==> src/rtl/sram_pkg.sv <==
// Shared constants and request record for the SRAM front-end.
// The SRAM macro geometry is fixed, so widths live here rather than as top parameters.
package sram_pkg;

  localparam int ADDR_WIDTH = 4;
  localparam int DATA_WIDTH = 8;

  typedef struct packed {
    logic                  we;
    logic [ADDR_WIDTH-1:0] addr;
    logic [DATA_WIDTH-1:0] wdata;
  } req_t;

endpackage

==> src/rtl/sram_ctrl_if.sv <==
// Request, response and SRAM-side signals of the controller bundled together.
// slave is the controller's view; master is the view of whatever surrounds it.
interface sram_ctrl_if;
  import sram_pkg::*;

  logic                  req_valid;
  logic                  req_ready;
  req_t                  req;
  logic                  rsp_valid;
  logic                  rsp_ready;
  logic [DATA_WIDTH-1:0] rsp_rdata;
  logic [ADDR_WIDTH-1:0] sram_addr;
  logic [DATA_WIDTH-1:0] sram_wdata;
  logic                  sram_wren;
  logic [DATA_WIDTH-1:0] sram_rdata;

  modport slave (
    input  req_valid, req, rsp_ready, sram_rdata,
    output req_ready, rsp_valid, rsp_rdata, sram_addr, sram_wdata, sram_wren
  );

  modport master (
    output req_valid, req, rsp_ready, sram_rdata,
    input  req_ready, rsp_valid, rsp_rdata, sram_addr, sram_wdata, sram_wren
  );

endinterface

==> src/rtl/sram_rsp_fifo.sv <==
// Small circular FIFO holding captured read data until the consumer takes it.
// Callers guarantee no push when full and no pop when empty.
module sram_rsp_fifo #(
  parameter  int DEPTH = 3,
  parameter  int WIDTH = 8,
  localparam int OCC_W = $clog2(DEPTH + 1),
  localparam int PTR_W = (DEPTH > 1) ? $clog2(DEPTH) : 1
) (
  input  logic             clk,
  input  logic             rst_n,
  input  logic             push_i,
  input  logic             pop_i,
  input  logic [WIDTH-1:0] data_i,
  output logic [OCC_W-1:0] occ_o,
  output logic [WIDTH-1:0] head_o
);

  logic [WIDTH-1:0] mem_q [DEPTH];
  logic [PTR_W-1:0] wrPtr_q, wrPtr_d;
  logic [PTR_W-1:0] rdPtr_q, rdPtr_d;
  logic [OCC_W-1:0] occ_q, occ_d;

  function automatic logic [PTR_W-1:0] nextPtr(input logic [PTR_W-1:0] p);
    return (p == PTR_W'(DEPTH - 1)) ? '0 : p + 1'b1;
  endfunction

  always_comb begin
    wrPtr_d = wrPtr_q;
    rdPtr_d = rdPtr_q;
    occ_d   = occ_q;
    if (push_i) wrPtr_d = nextPtr(wrPtr_q);
    if (pop_i)  rdPtr_d = nextPtr(rdPtr_q);
    case ({push_i, pop_i})
      2'b10:   occ_d = occ_q + 1'b1;
      2'b01:   occ_d = occ_q - 1'b1;
      default: occ_d = occ_q;
    endcase
  end

  // Storage is cleared on reset so the head reads as zero while empty.
  always_ff @(posedge clk or negedge rst_n) begin
    if (!rst_n) begin
      for (int i = 0; i < DEPTH; i++) mem_q[i] <= '0;
      wrPtr_q <= '0;
      rdPtr_q <= '0;
      occ_q   <= '0;
    end else begin
      if (push_i) mem_q[wrPtr_q] <= data_i;
      wrPtr_q <= wrPtr_d;
      rdPtr_q <= rdPtr_d;
      occ_q   <= occ_d;
    end
  end

  assign occ_o  = occ_q;
  assign head_o = mem_q[rdPtr_q];

endmodule

==> src/rtl/sram_ctrl.sv <==
// Valid/ready front-end for the 16x8 single-port SRAM: credit-based request
// acceptance, capture of the registered read data, and saturating counters.
module sram_ctrl
  import sram_pkg::*;
#(
  parameter int RSP_DEPTH = 3,
  parameter int CNT_WIDTH = 16
) (
  input  logic                 clk,
  input  logic                 rst_n,
  sram_ctrl_if.slave           bus,
  output logic [CNT_WIDTH-1:0] rd_count_o,
  output logic [CNT_WIDTH-1:0] wr_count_o
);

  localparam int OCC_W = $clog2(RSP_DEPTH + 1);

  logic [OCC_W-1:0]     occ;
  logic [OCC_W:0]       creditUsed;
  logic                 accept, rdAccept, wrAccept, pop;
  logic                 rdPending_q, rdPending_d;
  logic [CNT_WIDTH-1:0] rdCount_q, rdCount_d;
  logic [CNT_WIDTH-1:0] wrCount_q, wrCount_d;

  // A read in flight reserves a FIFO slot, so the FIFO can never overflow.
  assign creditUsed    = {1'b0, occ} + {{OCC_W{1'b0}}, rdPending_q};
  assign bus.req_ready = creditUsed < (OCC_W + 1)'(RSP_DEPTH);

  assign accept   = bus.req_valid & bus.req_ready;
  assign rdAccept = accept & ~bus.req.we;
  assign wrAccept = accept & bus.req.we;

  assign bus.sram_addr  = bus.req.addr;
  assign bus.sram_wdata = bus.req.wdata;
  assign bus.sram_wren  = wrAccept;

  assign bus.rsp_valid = (occ != '0);
  assign pop           = bus.rsp_valid & bus.rsp_ready;

  always_comb begin
    rdPending_d = rdAccept;
    rdCount_d   = rdCount_q;
    wrCount_d   = wrCount_q;
    if (rdAccept && (rdCount_q != '1)) rdCount_d = rdCount_q + 1'b1;
    if (wrAccept && (wrCount_q != '1)) wrCount_d = wrCount_q + 1'b1;
  end

  always_ff @(posedge clk or negedge rst_n) begin
    if (!rst_n) begin
      rdPending_q <= 1'b0;
      rdCount_q   <= '0;
      wrCount_q   <= '0;
    end else begin
      rdPending_q <= rdPending_d;
      rdCount_q   <= rdCount_d;
      wrCount_q   <= wrCount_d;
    end
  end

  // SRAM read data is valid exactly one edge after the read was accepted.
  sram_rsp_fifo #(
    .DEPTH (RSP_DEPTH),
    .WIDTH (DATA_WIDTH)
  ) u_rsp_fifo (
    .clk    (clk),
    .rst_n  (rst_n),
    .push_i (rdPending_q),
    .pop_i  (pop),
    .data_i (bus.sram_rdata),
    .occ_o  (occ),
    .head_o (bus.rsp_rdata)
  );

  assign rd_count_o = rdCount_q;
  assign wr_count_o = wrCount_q;

endmodule

==> src/flat_wrapper.sv <==
// flat-port wrapper written by rule: the top's interface ports become plain ports
module sram_ctrl_flat import sram_pkg::*;
#(
  parameter int RSP_DEPTH = 3,
  parameter int CNT_WIDTH = 16
)
  (clk, rst_n, rd_count_o, wr_count_o, bus_req_valid, bus_req, bus_rsp_ready, bus_sram_rdata, bus_req_ready, bus_rsp_valid, bus_rsp_rdata, bus_sram_addr, bus_sram_wdata, bus_sram_wren);
  sram_ctrl_if bus_i ();
  input  logic clk;
  input  logic rst_n;
  output logic [CNT_WIDTH-1:0] rd_count_o;
  output logic [CNT_WIDTH-1:0] wr_count_o;
  input wire logic [$bits(bus_i.req_valid)-1:0] bus_req_valid;
  input wire logic [$bits(bus_i.req)-1:0] bus_req;
  input wire logic [$bits(bus_i.rsp_ready)-1:0] bus_rsp_ready;
  input wire logic [$bits(bus_i.sram_rdata)-1:0] bus_sram_rdata;
  output wire logic [$bits(bus_i.req_ready)-1:0] bus_req_ready;
  output wire logic [$bits(bus_i.rsp_valid)-1:0] bus_rsp_valid;
  output wire logic [$bits(bus_i.rsp_rdata)-1:0] bus_rsp_rdata;
  output wire logic [$bits(bus_i.sram_addr)-1:0] bus_sram_addr;
  output wire logic [$bits(bus_i.sram_wdata)-1:0] bus_sram_wdata;
  output wire logic [$bits(bus_i.sram_wren)-1:0] bus_sram_wren;
  assign bus_i.req_valid = bus_req_valid;
  assign bus_i.req = bus_req;
  assign bus_i.rsp_ready = bus_rsp_ready;
  assign bus_i.sram_rdata = bus_sram_rdata;
  assign bus_req_ready = bus_i.req_ready;
  assign bus_rsp_valid = bus_i.rsp_valid;
  assign bus_rsp_rdata = bus_i.rsp_rdata;
  assign bus_sram_addr = bus_i.sram_addr;
  assign bus_sram_wdata = bus_i.sram_wdata;
  assign bus_sram_wren = bus_i.sram_wren;
  sram_ctrl #(.RSP_DEPTH(RSP_DEPTH), .CNT_WIDTH(CNT_WIDTH)) u_core (.clk(clk), .rst_n(rst_n), .bus(bus_i), .rd_count_o(rd_count_o), .wr_count_o(wr_count_o));
endmodule
==> config.mk <==
export PLATFORM = sky130hd
export DESIGN_NAME = sram_ctrl_flat
export DESIGN_NICKNAME = d
export VERILOG_FILES = /design/src/rtl/sram_pkg.sv /design/src/rtl/sram_ctrl_if.sv /design/src/rtl/sram_rsp_fifo.sv /design/src/rtl/sram_ctrl.sv /design/src/flat_wrapper.sv
export SDC_FILE = /design/constraint.sdc
export NUM_CORES = 1
export LEC_CHECK = 0
export ABC_AREA = 1
export BUFFER_PORTS_ARGS = -buffer_cell sky130_fd_sc_hd__buf_2
export CAP_MARGIN = 5
export CORE_MARGIN = 4
export CORE_UTILIZATION = 35
export CTS_CLUSTER_DIAMETER = 30
export DETAILED_ROUTE_END_ITERATION = 12
export GPL_TIMING_DRIVEN = 1
export PLACE_DENSITY = 0.6
export SKIP_LAST_GASP = 1
export SLEW_MARGIN = 20
export SYNTH_ARGS = -nofsm -noshare
export SYNTH_HDL_FRONTEND = slang
export SYNTH_SLANG_ARGS = --single-unit
==> constraint.sdc <==
create_clock -name clk -period 1.6 [get_ports clk]
set_input_delay 0.32 -clock clk [delete_from_list [all_inputs] [get_ports clk]]
set_output_delay 0.32 -clock clk [all_outputs]
set_load 0.02 [all_outputs]
==> impl_metrics.py <==
metrics = {
    "sta": {
        "min_period_ps": 1900,
        "fin_ws_ps": -299,
        "drv_slew": 0,
        "setup_viol": 43,
        "clock_skew_ps": 10.1,
        "hold_viol": 0,
        "worstMarginPinSlew_ps": 365,
        "max_freq_mhz": 527,
        "rsz0062_at_grt": "true",
        "max_slew_margin": 0.755,
        "fin_crit_sh": 1.19,
    },
    "pwr": {
        "power.density_mw_per_mm2": 1660,
        "leakage_nw": 2.45,
        "ir_worst_vdd_uv": 835,
    },
    "cts": {
        "clk_pin_slew_worst_paths_ps": 80,
        "htreeDepth": 3,
        "clock-root-buffer": "clkbuf_8",
        "cts_buffer_depth": 2,
        "numCtsBuffers": 9,
        "cts.sinks": 63,
        "insertion_delay_ps": 340,
        "tritoncts": "yes",
    },
    "logic_synthesis": {
        "synth-simple-area-share": 0.323,
        "syn-num-nets": 485,
        "yosysWarnings": 0,
        "synth-compound-area-share": 0.0911,
        "yosysUniqueCellTypes": 28,
        "synth_area_leaders": "dfrtp_1, nand2_1, o21ai_0",
        "yosysTopAreaCell": "dfrtp_1",
        "synth_top_family_by_area": "simple AND/OR/NAND/NOR gates",
        "synthAdderAreaFrac": 0.0179,
        "synth_area_mm2": 0.00350,
        "synth_top_cell_area_share": 0.450,
        "ys_ff_latch": 63,
        "syn_avg_cell_area_um2": 7.70,
        "syn_inst": 455,
        "synth_xor_area_frac": 0.0325,
        "synth_ff_type": "dfrtp_1",
        "synth_common_cells": "nand2_1, dfrtp_1, inv_1",
        "yosysMostFrequentCell": "nand2_1",
        "synth_edf_count": 0,
        "synth_mux_area_frac": 0,
        "synthArstFlopShare": 1.00,
        "yosysSeqAreaShare": 0.450,
    },
    "routing": {
        "dr_total_vias": 3249,
        "totalWireLength_um": 9390,
        "ant_nets": 0,
        "post-route-drc-count": 0,
        "wire_per_inst_um": 13.6,
        "drtPass1Iterations": 5,
        "drtIter0Drc": 118,
        "avgViaCountPerCell": 4.70,
    },
    "critical_path": {
        "crit_chain": "ha_2 > ha_4 > a21oi_4 > nand3_4 > clkinv_4 > buf_6",
        "reg2reg_slack_ps": -220,
        "criticalPathCategory": "flop to primary output",
        "critPathMaxStageDelay_ps": 410,
        "r2r_cells": 11,
        "start_kind": "flop",
        "end_kind": "primary output",
        "required_ps": 1280,
        "crit_path_max_fanout": 2,
        "worst-endpoint-arrival_ps": 1580,
        "rr_endpoint": "u_core.wr_count_o[0]",
        "reg2reg_from": "u_core.u_rsp_fifo.occ_o[0]",
        "cpMaxStageDelayCell": "dfrtp_1",
    },
    "outcome": {
        "status": "complete, but fails checks",
        "violations": "setup timing",
    },
    "cells_and_area": {
        "antennaDiodeCount": 0,
        "final_nets": 584,
        "fill_cells": 937,
        "postLayoutCellArea_mm2": 0.00500,
        "multi_input_area_mm2": 0.00196,
        "ff_latch_area_mm2": 0.00158,
        "drive_gt1_frac": 0.374,
        "syn_to_final_growth_pct": 42.9,
        "stdcell_count": 692,
    },
    "floorplanning": {
        "die_width_um": 108,
        "num_rows": 36,
        "coreArea_mm2": 0.00977,
        "dieArea_mm2": 0.0117,
        "initial_utilization": 0.358,
        "fp.dieH_um": 108,
        "io_pins": 80,
    },
    "place": {
        "dpl-instance-area_mm2": 0.00413,
        "place.gp.congestion": 0.799,
        "place_ws_ps": -124,
        "io_buffer_count": 55,
        "dpl.hpwl_um": 5850,
        "numPlacedInstances": 656,
    },
    "global_routing": {
        "track_usage": 0.168,
        "antenna_found_initial": 0,
        "grt_max_degree": 64,
        "grt_pass1_wl_um": 15600,
        "grt.overflow.total": 0,
        "grt_pass1_vias": 3253,
    },
    "hold_path": {
        "min_from": "bus_req[12]",
        "hp-class": "input port to flop",
        "holdPathStages": 2,
        "hold_path_end": "u_core.rdPending_q",
    },
    "flow_run": {
        "drv_cap": 0,
    },
}
-- worst max path at each step --
stage / start / to / cells past startpoint
detailed placement: u_core.u_rsp_fifo.occ_o[0] / u_core.rd_count_o[5] / 9
floorplan: u_core.rdPending_q / u_core.wr_count_o[6] / 9
CTS: u_core.u_rsp_fifo.occ_o[0] / bus_sram_wren / 6
global placement: u_core.u_rsp_fifo.occ_o[1] / u_core.u_rsp_fifo.occ_o[1] / 7
finish: u_core.u_rsp_fifo.occ_o[0] / bus_sram_wren / 6
global route: u_core.rdPending_q / bus_sram_wren / 6
-- where the power goes --
group	leakage, nW	internal [mW]	switching (mW)	total (mW)
Combinational	1.53	1.96	2.13	4.09
Sequential	0.803	2.13	0.490	2.62
Clock	0.115	0.899	0.710	1.61
-- worst max-delay path: cells and delay by family, from the launching register on --
family          cells  cell delay, ps
simple gates        1             100
flops               1             410
fa+ha+maj           2             420
compound gates      1             150
buf+inv             2             160
-- placed cells by master, fill, tap and decap left out, types with 2 or more instances in the layout --
cell type,n
nand3_1,18
buf_2,44
inv_1,35
o21ai_2,11
buf_6,17
buf_16,3
inv_2,6
inv_6,3
ha_4,2
dfrtp_1,62
nor2_1,31
nand2_1,138
clkbuf_8,9
a21oi_2,2
o21ai_1,9
clkinv_4,4
nand3_2,12
bufinv_16,2
nor2_2,3
nand2_4,17
o21ai_4,2
nand4_1,9
buf_12,7
nand2_2,18
o21ai_0,30
nor2_4,7
buf_4,31
xor2_1,5
xnor2_1,8
ha_1,2
nand3_4,2
-- final cells by class --
class                           count  area share
Clock buffer                        9      0.0248
Sequential cell                    63       0.315
Timing Repair Buffer              104       0.180
Inverter                           44      0.0350
Clock inverter                      7      0.0208
Tap cell                          133      0.0333
Multi-Input combinational cell    332       0.391
-- sequential cells by signal, summed over array words and instances, names as in the netlist --
register,count
u_core.rdPending_q,1
u_core.u_rsp_fifo.mem_q,24
u_core.rd_count_o,16
u_core.wr_count_o,16
u_core.u_rsp_fifo.wrPtr_q,2
u_core.u_rsp_fifo.rdPtr_q,2
u_core.u_rsp_fifo.occ_o,2
-- logic make-up after synthesis --
logic type,count (synthesis)
buffers and inverters,62
adders and majority gates,5
xor gates and xnor gates,13
AOI/OAI and AO/OA,54
and+or+nand+nor,258
DFF,63
-- metrics by stage --
| step | power, mW | utilization | TNS [ps] | hold WS [ps] |
|---|---|---|---|---|
| after floorplan | 4.40 | - | -2050 | 24.4 |
| after global placement | 5.40 | 0.423 | -566 | 370 |
| after detailed placement | 5.49 | 0.423 | -1670 | 366 |
| after CTS | 8.09 | 0.496 | -5620 | 225 |
| after global routing | 8.90 | 0.512 | -9890 | 208 |
| final | 8.32 | 0.512 | -6760 | 231 |
-- layer usage --
layer  vias to the layer above  share of wire  routed length, µm  GRT usage
li1                       1635              -                  -          -
met1                      1548           0.46               4350      0.228
met2                        57           0.49               4640      0.271
met3                         9          0.034                316     0.0340
met4                         0         0.0093                 87     0.0514
met5                         -              0                  0          0
-- timing repair --
item,in CTS,in global routing
hold endpoints to repair,22,0
gates resized for setup,86,32
gates cloned,6,1
setup buffers,9,4
setup endpoints to repair,40,44
pin swaps,20,12
hold buffers,1,0
Power figures use the tool's default switching activity.
